**src/rtl/mem_port_arbiter.sv**
```systemverilog
// ----------------------------------------------------------------------------
// mem_port_arbiter
//
// Shares one single-ported unified instruction/data memory between the fetch
// stage (IF port) and the load/store path (D port). One transaction is in
// flight at a time. The winner's fields are registered onto the mem_* port
// and held until mem_ack. The read data is then registered into the winning
// port's rdata register, and that port gets a one-cycle ack.
//
// Data has priority over fetch. A data streak counter bounds how many
// consecutive D grants may be issued while a fetch is waiting, so fetch
// cannot starve.
//
// Ports
//   clk, rst_n                      clock, asynchronous active-low reset
//   if_req, if_addr                 fetch request (held until if_ack)
//   if_ack, if_rdata                fetch completion pulse, registered data
//   d_req, d_we, d_addr,
//   d_wdata, d_be                   load/store request (held until d_ack)
//   d_ack, d_rdata                  data completion pulse, registered data
//   mem_req, mem_we, mem_addr,
//   mem_wdata, mem_be               memory request, held until mem_ack
//   mem_ack, mem_rdata              memory completion, rdata valid with ack
//   busy                            high whenever a transfer is in progress
// ----------------------------------------------------------------------------
module mem_port_arbiter #(
    parameter int ADDR_W       = 32,
    parameter int DATA_W       = 32,
    parameter int MAX_D_STREAK = 4
) (
    input  logic                clk,
    input  logic                rst_n,

    input  logic                if_req,
    input  logic [ADDR_W-1:0]   if_addr,
    output logic                if_ack,
    output logic [DATA_W-1:0]   if_rdata,

    input  logic                d_req,
    input  logic                d_we,
    input  logic [ADDR_W-1:0]   d_addr,
    input  logic [DATA_W-1:0]   d_wdata,
    input  logic [DATA_W/8-1:0] d_be,
    output logic                d_ack,
    output logic [DATA_W-1:0]   d_rdata,

    output logic                mem_req,
    output logic                mem_we,
    output logic [ADDR_W-1:0]   mem_addr,
    output logic [DATA_W-1:0]   mem_wdata,
    output logic [DATA_W/8-1:0] mem_be,
    input  logic                mem_ack,
    input  logic [DATA_W-1:0]   mem_rdata,

    output logic                busy
);

    localparam int BE_W     = DATA_W / 8;
    localparam int STREAK_W = $clog2(MAX_D_STREAK + 1);
    localparam logic [STREAK_W-1:0] STREAK_MAX = STREAK_W'(MAX_D_STREAK);

    typedef enum logic [1:0] {
        IDLE,
        BUSY_F,
        BUSY_D,
        RESP
    } state_t;

    state_t              state;
    logic [STREAK_W-1:0] streak;
    logic                grant_d;

    // Data wins unless a fetch is waiting and data has used up its streak.
    assign grant_d = d_req && (!if_req || (streak != STREAK_MAX));

    assign busy = (state != IDLE);

    // NOTE: all state and registered outputs are assigned with <= so every
    // read in this block sees the value from before the clock edge.
    always_ff @(posedge clk or negedge rst_n) begin
        if (!rst_n) begin
            state     <= IDLE;
            streak    <= '0;
            mem_req   <= 1'b0;
            mem_we    <= 1'b0;
            mem_addr  <= '0;
            mem_wdata <= '0;
            mem_be    <= '0;
            if_ack    <= 1'b0;
            d_ack     <= 1'b0;
            if_rdata  <= '0;
            d_rdata   <= '0;
        end else begin
            // NOTE: acks default low here so they are single-cycle pulses
            // without a separate clear path in every state.
            if_ack <= 1'b0;
            d_ack  <= 1'b0;

            case (state)
                IDLE: begin
                    if (grant_d) begin
                        mem_req   <= 1'b1;
                        mem_we    <= d_we;
                        mem_addr  <= d_addr;
                        mem_wdata <= d_wdata;
                        mem_be    <= d_be;
                        state     <= BUSY_D;
                        // Streak only counts D grants that made a fetch wait.
                        if (if_req) begin
                            if (streak != STREAK_MAX) begin
                                streak <= streak + 1'b1;
                            end
                        end else begin
                            streak <= '0;
                        end
                    end else if (if_req) begin
                        mem_req   <= 1'b1;
                        mem_we    <= 1'b0;
                        mem_addr  <= if_addr;
                        mem_wdata <= '0;
                        mem_be    <= {BE_W{1'b1}};
                        state     <= BUSY_F;
                        streak    <= '0;
                    end else begin
                        streak <= '0;
                    end
                end

                BUSY_F: begin
                    if (mem_ack) begin
                        if_rdata <= mem_rdata;
                        mem_req  <= 1'b0;
                        if_ack   <= 1'b1;
                        state    <= RESP;
                    end
                end

                BUSY_D: begin
                    // Stores capture mem_rdata as well; the data port sees
                    // whatever the memory returned with its ack.
                    if (mem_ack) begin
                        d_rdata <= mem_rdata;
                        mem_req <= 1'b0;
                        d_ack   <= 1'b1;
                        state   <= RESP;
                    end
                end

                RESP: begin
                    // Ack is visible this cycle; a held request is sampled
                    // again in the following IDLE cycle.
                    state <= IDLE;
                end

                default: begin
                    state <= IDLE;
                end
            endcase
        end
    end

endmodule

```
**config.mk**
```make
export PLATFORM = sky130hd
export DESIGN_NAME = mem_port_arbiter
export DESIGN_NICKNAME = d
export VERILOG_FILES = /design/src/rtl/mem_port_arbiter.sv
export SDC_FILE = /design/constraint.sdc
export NUM_CORES = 1
export LEC_CHECK = 0
export CAP_MARGIN = 10
export CORE_ASPECT_RATIO = 1.2
export CORE_MARGIN = 4
export CORE_UTILIZATION = 40
export CTS_CLUSTER_DIAMETER = 150
export CTS_CLUSTER_SIZE = 12
export DETAILED_ROUTE_END_ITERATION = 12
export GPL_TIMING_DRIVEN = 0
export PLACE_DENSITY = 0.79
export SYNTH_ARGS = -nofsm -noshare
export SYNTH_HDL_FRONTEND = slang
export SYNTH_SLANG_ARGS = --single-unit
```
**constraint.sdc**
```tcl
create_clock -name clk -period 3.7 [get_ports clk]
set_input_delay 0.74 -clock clk [delete_from_list [all_inputs] [get_ports clk]]
set_output_delay 0.74 -clock clk [all_outputs]
set_load 0.1 [all_outputs]
```
==> run_results.csv <==
group,metric,value,unit
run_status,outcome,"completed",
synthesis,avgSynthCellArea,11.5,um^2
grt,grt_overflow,0,
synthesis,netlist_area,6050,um^2
clocking,numCtsBuffers,17,
routing,vias,5163,
setup_path,r2r-end,"mem_addr[23]$_DFFE_PN0P_",
grt,grt_usage,0.216,
grt,use_met2,0.378,
clocking,cts.path.max_buffers,2,
clocking,clkTransAtPathRegs,0.06,ns
timing,max_slew_margin,0.298,
final_layout,final_core_util,0.659,
setup_path,reg2reg_slack,1.96,ns
setup_path,rr_worst_depth,7,
placement,place_inst,999,
final_layout,finalNetCount,962,
setup_path,cp_num_buf_inv,5,
timing,hold_viol,0,
timing,timing.setup.tns,0,ns
synthesis,ys_seq_elements,141,
timing,rsz0062_at_grt,"false",
floorplanning,start_util,0.414,
clocking,cts_setup_buffers,0,
routing,drt_iter0_drc,302,
timing,worst_pin_slew,1.05,ns
placement,io_buffers,273,
synthesis,ys_seq_area_frac,0.583,
setup_path,crit_slowest_cell,"clkdlybuf4s50_1",
setup_path,critPathRequiredTime,2.96,ns
setup_path,r2r_start,"state[0]$_DFFE_PN0P_",
final_layout,final_common_cell,"clkdlybuf4s50_1",
routing,antenna_left,0,
setup_path,path_class,"reg -> out",
setup_path,arrival,2.71,ns
final_layout,fillers,1158,
routing,finalWirelength,18.4,mm
routing,drc,0,
setup_path,cp-start-kind,"register",
clocking,clock-sinks,141,
synthesis,synth_nets,669,
setup_path,crit_path_end_kind,"output pin",
placement,dp_hpwl,14.1,mm
clocking,worstSkewPairLatency,0.41,ns
clocking,root_buffer,"clkbuf_16",
setup_path,path_max_fanout,10,
grt,grt_pass1_wl,29.5,mm
synthesis,synth_cell_types,29,
run,cap_violations,0,
grt,grt-busiest-layer,"met2",
clocking,cts_tree,"yes",
grt,grt_max_degree,79,
timing,period_minus_slack,3.45,ns
floorplanning,dieHeight,143,um
floorplanning,die_x,120,um
worst_hold_path,min_path_type,"in -> async",
routing,wl_per_cell,17.9,um
timing,drv_slew,0,
floorplanning,dieArea,17200,um^2
placement,gp_congestion,0.773,
timing,finalSetupViolCount,0,
clocking,ctsHoldBuffers,0,
floorplanning,io_pins,275,
routing,drt-pass1-iter-count,4,
setup_path,crit_top_cell,"inv_1",
final_layout,mostFrequentLayoutCells,"clkdlybuf4s50_1, dfrtp_1, nand2_1",
floorplanning,core,14600,um^2
final_layout,n_antenna_cell,0,
grt,grt_antenna_before_repair,0,
timing,clock_skew,0.0129,ns
synthesis,ys_warn_count,0,
final_layout,fin_cells,1031,
grt,use_met3,0.0757,
timing,max_freq,290,MHz
clocking,cts_resized,0,
setup_path,cp_cell_sequence,"inv_1, ha_1, buf_4, buf_2, inv_1, clkdlybuf4s50_1",
final_layout,area_growth,59.1,%
final_layout,drive_gt1_frac,0.185,
grt,grt_pass1_vias,5622,
timing,period_share,0.931,
routing,via_per_inst,5.01,
setup_path,cp_top_family,"buffers and inverters",
grt,grtUsageMet1,0.240,
clocking,h-tree-depth,4,
setup_path,max_stage_delay,1.15,ns
floorplanning,std_cell_rows,48,
synthesis,synthCells,525,
[synth_stat cells]
cell type / count / share of area
dfrtp_1: 141 / 0.58
nand2_1: 133 / 0.083
mux2_2: 65 / 0.12
nand4_1: 33 / 0.034
o21ai_0: 27 / 0.022
o211ai_2: 26 / 0.054
clkbuf_1: 14 / 0.0087
buf_2: 13 / 0.011
nor2_1: 10 / 0.0062
inv_1: 8 / 0.0050
o21ai_1: 8 / 0.0066
buf_4: 6 / 0.0074
buf_6: 6 / 0.011
ha_1: 6 / 0.012
o211ai_1: 6 / 0.0074
a21oi_1: 4 / 0.0033
a31oi_1: 2 / 0.0021
clkbuf_2: 2 / 0.0017
mux2i_1: 2 / 0.0033
nand3_1: 2 / 0.0017
nor2b_1: 2 / 0.0021
o22ai_1: 2 / 0.0021
a211oi_1: 1 / 0.0012
a21oi_2: 1 / 0.0014
and2_1: 1 / 0.0010
nand3_4: 1 / 0.0029
nor4bb_1: 1 / 0.0017
o21a_1: 1 / 0.0012
o21ai_2: 1 / 0.0014
[sequential cells by signal, indices dropped and copies added, names as in the netlist]
name       cells
mem_wdata     32
mem_addr      32
state          2
mem_be         4
streak         3
d_rdata       32
d_ack          1
mem_we         1
if_rdata      32
if_ack         1
mem_req        1
[kinds of logic (layout without fill, tap and decap cells)]
group | after synthesis | after routing | synth area share
simple gates | 183 | 183 | 0.132
flops | 141 | 141 | 0.583
compound gates | 79 | 79 | 0.103
mux | 67 | 67 | 0.124
buf+inv | 49 | 355 | 0.0447
fa+ha+maj | 6 | 6 | 0.0124
[per-stage QoR]
step	instance area, um^2	hold slack (ns)	setup WS [ns]
after global placement	9030	0.462	-3.47
after floorplan	6050	0.444	1.42
after global routing	9620	0.404	0.101
after detailed placement	9060	0.470	0.689
after CTS	9620	0.385	0.234
final	9620	0.366	0.255
[area by class of cell]
cell class                      count  area (um^2)  share of cell area
Buffer                             41          240              0.0250
Clock buffer                       19          443              0.0460
Clock inverter                     13          118              0.0122
Inverter                            8         30.0             0.00312
Multi-Input combinational cell    335         2250               0.234
Sequential cell                   141         3530               0.367
Tap cell                          200          250              0.0260
Timing Repair Buffer              274         2760               0.287
[worst reg2reg max path: stages, from the launching register on]
cell and delay, ns:
dfrtp_1 0.40, inv_1 0.08, ha_1 0.19, buf_4 0.17, o21ai_2 0.18, clkbuf_1 0.43
nand2_1 0.13, o211ai_2 0.08
[layer usage]
| layer | vias to the layer above | share of wire |
|---|---|---|
| li1 | 2407 | - |
| met1 | 2490 | 0.36 |
| met2 | 218 | 0.52 |
| met3 | 48 | 0.074 |
| met4 | 0 | 0.037 |
| met5 | - | 0 |
[worst max path at each step]
stage,startpoint,endpoint,cells after the start
after floorplan,state[0]$_DFFE_PN0P_,busy,5
after global placement,rst_n,mem_wdata[3]$_DFFE_PN0P_,1
after detailed placement,state[0]$_DFFE_PN0P_,busy,6
after CTS,state[0]$_DFFE_PN0P_,busy,6
after global routing,state[0]$_DFFE_PN0P_,busy,6
final,state[0]$_DFFE_PN0P_,busy,6
Power is left out: the tool's default activity adds up to more than one toggle a clock period on the data nets, which glitch-free logic cannot reach.
